File: src/rtl/mem_store_buffer.sv
// Store buffer and data-memory port arbiter between the EX/MEM register and the data memory.
// Queues stores in a FIFO and drains them in free memory slots. Loads either read memory or
// take data from the youngest matching buffered store. This block is the only master on the
// data-memory strobes. Every strobe cycle is followed by one cooldown cycle with no access.
//
// Ports:
//   clk, reset                       clock, synchronous active-high reset
//   store_valid/ready/addr/data      store request handshake
//   load_valid/ready/addr            load request handshake
//   load_data/done/fwd               registered load result, one-cycle done pulse, forward flag
//   dm_addr/data/mem_write/mem_read  data-memory port (combinational, single-cycle strobes)
//   dm_read_data                     memory read data, valid in the read-strobe cycle
//   empty, count                     store buffer occupancy
module mem_store_buffer #(
  parameter int unsigned DEPTH = 4,
  parameter int unsigned AW    = 5,
  parameter int unsigned DW    = 32,
  localparam int unsigned PW   = $clog2(DEPTH),
  localparam int unsigned CW   = PW + 1
) (
  input  logic          clk,
  input  logic          reset,
  input  logic          store_valid,
  output logic          store_ready,
  input  logic [AW-1:0] store_addr,
  input  logic [DW-1:0] store_data,
  input  logic          load_valid,
  output logic          load_ready,
  input  logic [AW-1:0] load_addr,
  output logic [DW-1:0] load_data,
  output logic          load_done,
  output logic          load_fwd,
  output logic [AW-1:0] dm_addr,
  output logic [DW-1:0] dm_data,
  output logic          dm_mem_write,
  output logic          dm_mem_read,
  input  logic [DW-1:0] dm_read_data,
  output logic          empty,
  output logic [CW-1:0] count
);

  logic [AW-1:0] addr_q [DEPTH];
  logic [AW-1:0] addr_d [DEPTH];
  logic [DW-1:0] data_q [DEPTH];
  logic [DW-1:0] data_d [DEPTH];
  logic [PW-1:0] head_q, head_d;
  logic [PW-1:0] tail_q, tail_d;
  logic [CW-1:0] count_q, count_d;
  logic          cooldown_q, cooldown_d;
  logic [DW-1:0] load_data_q, load_data_d;
  logic          load_done_q, load_done_d;
  logic          load_fwd_q, load_fwd_d;

  logic          full;
  logic          push;
  logic          load_acc;
  logic          hit;
  logic [DW-1:0] hit_data;
  logic          drain;
  logic          rd;

  assign full        = (count_q == CW'(DEPTH));
  // A pending load takes precedence over a store; the store simply waits.
  assign store_ready = !full && !load_valid;
  assign load_ready  = !full && !cooldown_q;
  assign push        = store_valid && store_ready;
  assign load_acc    = load_valid && load_ready;

  // Scan oldest to youngest so the last match is the youngest store.
  always_comb begin
    logic [PW-1:0] idx;
    hit      = 1'b0;
    hit_data = '0;
    idx      = '0;
    for (int unsigned i = 0; i < DEPTH; i++) begin
      idx = head_q + PW'(i);
      if ((CW'(i) < count_q) && (addr_q[idx] == load_addr)) begin
        hit      = 1'b1;
        hit_data = data_q[idx];
      end
    end
  end

  // Slot arbitration: forced drain, then load, then opportunistic drain.
  always_comb begin
    drain = 1'b0;
    rd    = 1'b0;
    if (!reset && !cooldown_q) begin
      if (full) begin
        drain = 1'b1;
      end else if (load_acc) begin
        rd = !hit;
      end else if (count_q != '0) begin
        drain = 1'b1;
      end
    end
  end

  always_comb begin
    dm_addr      = '0;
    dm_data      = '0;
    dm_mem_write = drain;
    dm_mem_read  = rd;
    if (drain) begin
      dm_addr = addr_q[head_q];
      dm_data = data_q[head_q];
    end else if (rd) begin
      dm_addr = load_addr;
    end
  end

  always_comb begin
    addr_d      = addr_q;
    data_d      = data_q;
    head_d      = head_q;
    tail_d      = tail_q;
    count_d     = count_q;
    cooldown_d  = drain || rd;
    load_data_d = load_data_q;
    load_done_d = 1'b0;
    load_fwd_d  = load_fwd_q;
    if (push) begin
      addr_d[tail_q] = store_addr;
      data_d[tail_q] = store_data;
      tail_d         = tail_q + PW'(1);
    end
    if (drain) begin
      head_d = head_q + PW'(1);
    end
    count_d = count_q + CW'(push) - CW'(drain);
    if (load_acc) begin
      load_done_d = 1'b1;
      load_fwd_d  = hit;
      load_data_d = hit ? hit_data : dm_read_data;
    end
  end

  always_ff @(posedge clk) begin
    if (reset) begin
      head_q      <= '0;
      tail_q      <= '0;
      count_q     <= '0;
      cooldown_q  <= 1'b0;
      load_data_q <= '0;
      load_done_q <= 1'b0;
      load_fwd_q  <= 1'b0;
    end else begin
      head_q      <= head_d;
      tail_q      <= tail_d;
      count_q     <= count_d;
      cooldown_q  <= cooldown_d;
      load_data_q <= load_data_d;
      load_done_q <= load_done_d;
      load_fwd_q  <= load_fwd_d;
    end
  end

  // Entry storage needs no reset; occupancy is tracked by the pointers and count.
  always_ff @(posedge clk) begin
    addr_q <= addr_d;
    data_q <= data_d;
  end

  assign load_data = load_data_q;
  assign load_done = load_done_q;
  assign load_fwd  = load_fwd_q;
  assign empty     = (count_q == '0);
  assign count     = count_q;

endmodule

File: config.mk
export PLATFORM = sky130hd
export DESIGN_NAME = mem_store_buffer
export DESIGN_NICKNAME = d
export VERILOG_FILES = /design/src/rtl/mem_store_buffer.sv
export SDC_FILE = /design/constraint.sdc
export NUM_CORES = 1
export LEC_CHECK = 0
export BUFFER_PORTS_ARGS = -buffer_cell sky130_fd_sc_hd__buf_2
export CORE_UTILIZATION = 45
export DETAILED_ROUTE_END_ITERATION = 6
export PLACE_DENSITY_LB_ADDON = 0.05
export REMOVE_ABC_BUFFERS = 1
export SLEW_MARGIN = 30
export SYNTH_ARGS = -nofsm -noshare
export SYNTH_HDL_FRONTEND = slang
export SYNTH_SLANG_ARGS = --single-unit
export TNS_END_PERCENT = 10
File: constraint.sdc
create_clock -name clk -period 3.7 [get_ports clk]
set_clock_uncertainty 0.15 [all_clocks]
set_input_delay 0.74 -clock clk [delete_from_list [all_inputs] [get_ports clk]]
set_output_delay 0.74 -clock clk [all_outputs]
set_load 0.005 [all_outputs]
Word-level counts from Yosys, hierarchy flattened
Cells that the tools add are included.
{ "op_classes": {"n_bitwise": 5, "muxes": 50, "n_lt_le_gt_ge": 10, "eq_ne": 5, "addsub": 6, "reduce_logical": 18} }
{ "ops": {"columns": ["operator", "n"], "rows": [
  ["32-bit 2-to-1 mux", 15],
  ["32-bit binary-select mux with 2-bit select", 4],
  ["128-bit bitwise mux", 1],
  ["32-bit demux with 2-bit select", 1],
  ["5-bit 2-to-1 mux", 11],
  ["5-bit binary-select mux with 2-bit select", 4],
  ["20-bit bitwise mux", 1],
  ["5-bit == test", 4],
  ["3-bit greater-or-equal comparator, second input constant", 5],
  ["2-bit NOT with 3-bit output", 5],
  ["1-bit 2-to-1 mux", 12],
  ["5-bit demux with 2-bit select", 1],
  ["1-bit logical AND", 10],
  ["1-bit by 3-bit < comparator with 1-bit output, first input constant", 2],
  ["2-bit by 3-bit < comparator with 1-bit output, first input constant", 2],
  ["1-bit logical NOT", 5],
  ["2-bit by 1-bit adder with 2-bit output, second input constant", 2],
  ["2-bit adder, second input constant", 2],
  ["3-bit by 1-bit adder with 3-bit output", 1],
  ["3-bit == test, second input constant", 1],
  ["3-bit logical NOT", 1],
  ["3-bit by 1-bit < comparator with 1-bit output, second input constant", 1],
  ["3-bit nonzero test", 1],
  ["3-bit by 1-bit subtractor with 3-bit output", 1],
  ["1-bit logical OR", 1]
]} }
{ "word_totals": {"reg_bits": 190, "wordCells": 109, "output_inout_bits": 79, "in_bits": 78} }

Longest topological paths before layout
{ "depth": {"depth_word": 16, "mapped_depth": 12} }

Worst setup path after synthesis
No wires, ideal clock.
{ "synth_path": {"kind": "register to output", "startpoint": "register head_q[0]", "endpoint": "output port dm_addr[0]", "slack_ps": 397, "path_buffers": 3, "path_stages_with_launch": 11, "arrival_time_ps": 2413, "required_time_ps": 2810, "path_cell_list": "dfxtp_1 > buf_6 > buf_12 > mux4_1 > xor2_1 > nor4_1 > o2111ai_1 > buf_2 > nand4_4 > nor4_2 > a22o_1"} }
{ "synth_via": {"elab_chain_len": 16, "word_cells_on_any_way": 37, "cone_classes": "add/sub (3); eq/ne (4); mux (21); bitwise (4); reduce/logical (5)"} }
{ "synth_lines": {"columns": ["element", "line", "text"], "rows": [
  ["start: declaration", "46", "logic [PW-1:0] head_q, head_d;"],
  ["start signal: assignment", "140", "head_q <= '0;"],
  ["start signal: assignment", "148", "head_q <= head_d;"],
  ["2-bit by 1-bit adder with 2-bit output or 2-bit NOT with 3-bit output (tied branches)", "76, 77", null],
  ["2-bit NOT with 3-bit output (not written as such) or 5-bit binary-select mux with 2-bit select (tied branches)", "77", "if ((CW'(i) < count_q) && (addr_q[idx] == load_addr)) begin"],
  ["5-bit binary-select mux with 2-bit select or 5-bit 2-to-1 mux (tied branches)", "77", null],
  ["5-bit 2-to-1 mux (not written as such)", "77", null],
  ["5-bit 2-to-1 mux (not written as such) or 5-bit == test (tied branches)", "77", null],
  ["5-bit == test or 1-bit logical AND (tied branches)", "77", null],
  ["1-bit logical AND or 1-bit 2-to-1 mux (tied branches)", "77", null],
  ["1-bit 2-to-1 mux (2 in series)", "77", null],
  ["1-bit 2-to-1 mux *", "77", null],
  ["1-bit logical NOT *", "92", "rd = !hit;"],
  ["1-bit 2-to-1 mux *", "91", "end else if (load_acc) begin"],
  ["1-bit 2-to-1 mux *", "89", "if (full) begin"],
  ["1-bit 2-to-1 mux *", "88", "if (!reset && !cooldown_q) begin"],
  ["via dm_mem_read", "36", "output logic dm_mem_read,"],
  ["5-bit 2-to-1 mux *", "107", "end else if (rd) begin"],
  ["5-bit 2-to-1 mux *", "104", "if (drain) begin"],
  ["end: declaration", "33", "output logic [AW-1:0] dm_addr,"]
]} }
The timed path passes the listed nets; every way through them passes the cells marked *. The select of a mux whose other input is x is not followed.

Worst setup path after layout
{ "layout_path": {"startpoint": "register head_q[0]", "endpoint": "output port dm_addr[1]"} }
{ "layout_via": {"elab_chain_len": 16, "word_cells_on_any_way": 37, "cone_classes": "add/sub (3); eq/ne (4); mux (21); bitwise (4); reduce/logical (5)"} }
{ "layout_lines": {"columns": ["element", "line"], "rows": [
  ["2-bit by 1-bit adder with 2-bit output or 2-bit NOT with 3-bit output (tied branches)", "76, 77, 105"],
  ["2-bit NOT with 3-bit output (not written as such) or 5-bit binary-select mux with 2-bit select (tied branches)", "77, 105"],
  ["5-bit binary-select mux with 2-bit select or 5-bit 2-to-1 mux (tied branches)", "77, 105"],
  ["5-bit 2-to-1 mux, on equally long branches", "77, 105"],
  ["5-bit 2-to-1 mux (not written as such) or 5-bit == test (tied branches)", "77"],
  ["5-bit == test or 1-bit logical AND (tied branches)", "77"],
  ["1-bit logical AND or 1-bit 2-to-1 mux (tied branches)", "77"],
  ["1-bit 2-to-1 mux (3 in series)", "77"],
  ["1-bit logical NOT", "92"],
  ["1-bit 2-to-1 mux", "91"],
  ["1-bit 2-to-1 mux", "89"],
  ["1-bit 2-to-1 mux", "88"],
  ["5-bit 2-to-1 mux", "107"],
  ["5-bit 2-to-1 mux *", "104"]
]} }
Mark *: on every way between the ends. The rest lies on a longest branch, timed or not. The select of a mux whose other input is x is not followed.

==> impl_metrics.py <==
metrics = {
    "cts": {
        "cts_tree": "done",
        "clock_sinks": 190,
        "cts_buffers": 17,
        "cts_max_level": 4,
        "cts_root_buf": "clkbuf_16",
        "ctsLongestPathBuffers": 2,
        "path_clk_slew_ns": 0.07,
        "clkLatencyLatePin_ns": 0.43,
    },
    "sta": {
        "layout_min_cycle_time_ns": 3.64,
        "tightestPinTransition_ns": 0.792,
        "fmax_mhz": 275,
        "final_hold_viol_count": 0,
        "setup_tns_ns": 0,
        "setup_viol": 0,
        "slew_headroom_pct": 47.2,
        "holdWs_ns": 0.350,
        "grt_setup_unrepaired": "yes",
        "slew_viol_final": 0,
        "fin_crit_sh_pct": 98.5,
        "fin_ws_ns": 0.0573,
    },
    "synth": {
        "syn_avg_cell_area_um2": 10.7,
        "synth_flop_cell": "edfxtp_1",
        "yosysSeqAreaShare_pct": 47.0,
        "ys_ff_latch": 190,
        "synth.top_cell.area_share_pct": 39.5,
        "synthCells": 1047,
        "yosysMostFrequentCell": "nor2_1",
        "synthArstFlopShare_pct": 0,
        "synth_area_mm2": 0.0112,
        "ys_top_cells_by_count": "nor2_1 (199), edfxtp_1 (148), mux2i_1 (71), o21ai_0 (67), a21oi_1 (65)",
        "yosysTopAreaCell": "edfxtp_1",
        "synth_area_leaders": "edfxtp_1 (40%), dfxtp_1 (7.5%), nor2_1 (6.6%), mux2_2 (6.4%), mux2i_1 (6.3%)",
        "synth-edff-count": 148,
        "yosys_warnings": 0,
        "synth_cell_types": 47,
    },
    "grt": {
        "grt_pass1_vias": 8243,
        "grt.met3_usage_pct": 5.58,
        "busiest_layer": "met2",
        "gr-total-overflow": 0,
        "grt_start_max_net_pins": 74,
        "use_met1_pct": 32.8,
        "grt_usage_pct": 24.0,
        "grt_first_pass_wirelength_mm": 46.9,
        "met2_usage_pct": 38.8,
        "grt_antenna_before_repair": 2,
    },
    "floorplanning": {
        "io_pins": 157,
        "initial_core_util_pct": 46.1,
        "fp-row-count": 57,
        "die_w_um": 160,
        "die_h_um": 160,
        "design.core.area_mm2": 0.0244,
        "fp.dieArea_mm2": 0.0256,
    },
    "cells_and_area": {
        "fillers": 2222,
        "area_delta_synth_final_pct": 16.3,
        "nets": 1248,
        "drive_above_1_share_pct": 32.5,
        "layout.area.seq_mm2": 0.00529,
        "multi_input_area_mm2": 0.00556,
    },
    "status": {
        "outcome": "finished, final reports clean",
    },
    "route": {
        "ant_nets": 0,
        "drc": 0,
        "dr.pass1.iters": 5,
        "wl_per_cell_um": 20.3,
        "drt_iter0_drc": 536,
        "via_per_inst": 5.72,
        "routed_wl_mm": 30.4,
        "vias": 8577,
    },
    "critical_path": {
        "worstPathMaxFanout": 7,
        "arrival_ns": 2.75,
        "end_kind": "primary output",
        "required_ns": 2.81,
        "worstSetupPathType": "reg2out",
        "critPathLaunch": "head_q[0]$_SDFFE_PP0P_",
        "r2r_start": "head_q[0]$_SDFFE_PP0P_",
        "crit_path_start_kind": "flip-flop",
    },
    "power_and_ir_drop": {
        "vdd_drop_max_v": 0.000465,
        "totalPowerFinal_mw": 7.57,
        "p_per_area_mw_per_mm2": 579,
        "leakage_nw": 4.55,
    },
    "hold_path": {
        "hp-start": "load_fwd$_SDFFE_PP0P_",
        "hp-class": "reg2reg",
    },
    "place": {
        "gp_congestion": 0.803,
        "numPortBuffers": 156,
        "dp_hpwl_mm": 18.3,
        "pre_cts_ws_ns": 0.178,
    },
    "flow_run": {
        "max-cap-violations": 0,
    },
}
==> registers in the layout, summed over array words and instances, names as in the netlist <==
signal	cells
data_q	128
load_data	32
addr_q	20
count	3
head_q	2
tail_q	2
cooldown_q	1
load_done	1
load_fwd	1
==> final timing paths <==
kind                                endpoint  slack (ns)  depth (start not counted)
setup reg to reg  load_data[23]$_SDFFE_PP0P_        0.23                         11
hold / removal         load_fwd$_SDFFE_PP0P_        0.35                          2
setup / recovery                  dm_addr[1]        0.06                          9
hold reg to reg        load_fwd$_SDFFE_PP0P_        0.35                          2
==> layer usage <==
| layer | vias up | routed length (um) |
|---|---|---|
| met5 | - | 11 |
| met4 | 2 | 231 |
| met3 | 19 | 1950 |
| met2 | 272 | 14100 |
| met1 | 4133 | 14100 |
| li1 | 4151 | - |
==> per-stage QoR <==
stage | instance area, um2 | util (%) | instances
after CTS | 13100 | 53.6 | 1498
after global placement | 12300 | 50.4 | 1459
after global routing | 13100 | 53.6 | 1498
after detailed placement | 12300 | 50.4 | 1459
final | 13100 | 53.6 | 1499
after floorplan | 10800 | - | 950
==> critical path: stages, from the launching register on <==
cell	delay, ns
dfxtp_4	0.42
buf_8	0.15
mux4_2	0.50
xor2_1	0.17
nor4_2	0.36
o2111ai_4	0.18
nand4_4	0.15
nor4_4	0.07
a22o_1	0.21
buf_2	0.12
==> what timing repair did <==
action                     CTS  global route
cloned                       0             0
hold buffers                 0             0
setup buffers                7             0
resized for setup           17             3
pin swaps                    5             2
setup endpoints to repair   21            19
==> cells by family after synthesis <==
group	count (synthesis)	share of synthesized area [%]
buf+inv	108	4.43
simple gates	323	13.6
compound gates	240	15.7
fa+ha+maj	9	1.07
xor+xnor	26	2.03
flops	190	47.0
mux	151	16.2
==> where the power goes <==
| group | internal (mW) | switching, mW |
|---|---|---|
| clock | 1.23 | 0.813 |
| combinational | 1.22 | 1.67 |
| sequential | 2.50 | 0.137 |
| total | 4.95 | 2.62 |
==> cell type report <==
class | count | share of cell area (%)
multi-input combinational | 749 | 42.5
sequential | 190 | 40.5
timing repair buffer | 192 | 8.55
clock buffer | 20 | 3.42
tap | 324 | 3.10
clock inverter | 12 | 1.58
inverter | 11 | 0.316
antenna | 1 | 0.0191
==> placed cells by master, fill, tap and decap left out, types with 9 or more instances in the layout <==
cell / Yosys / layout
xor2_1: 15 / 12
nor3_1: 40 / 40
buf_2: 27 / 156
nor3_2: 29 / 29
mux2_2: 64 / 64
dfxtp_1: 42 / 40
inv_1: 10 / 9
o21ai_0: 67 / 67
clkbuf_16: 0 / 17
nand2_1: 38 / 37
a21oi_1: 65 / 65
mux2i_1: 71 / 71
edfxtp_1: 148 / 148
xnor2_1: 11 / 10
buf_4: 1 / 28
mux4_2: 8 / 10
o221ai_1: 31 / 31
nor2_1: 199 / 199
a2111oi_2: 30 / 30
a211oi_1: 31 / 31
(Power assumes the default switching activity.)
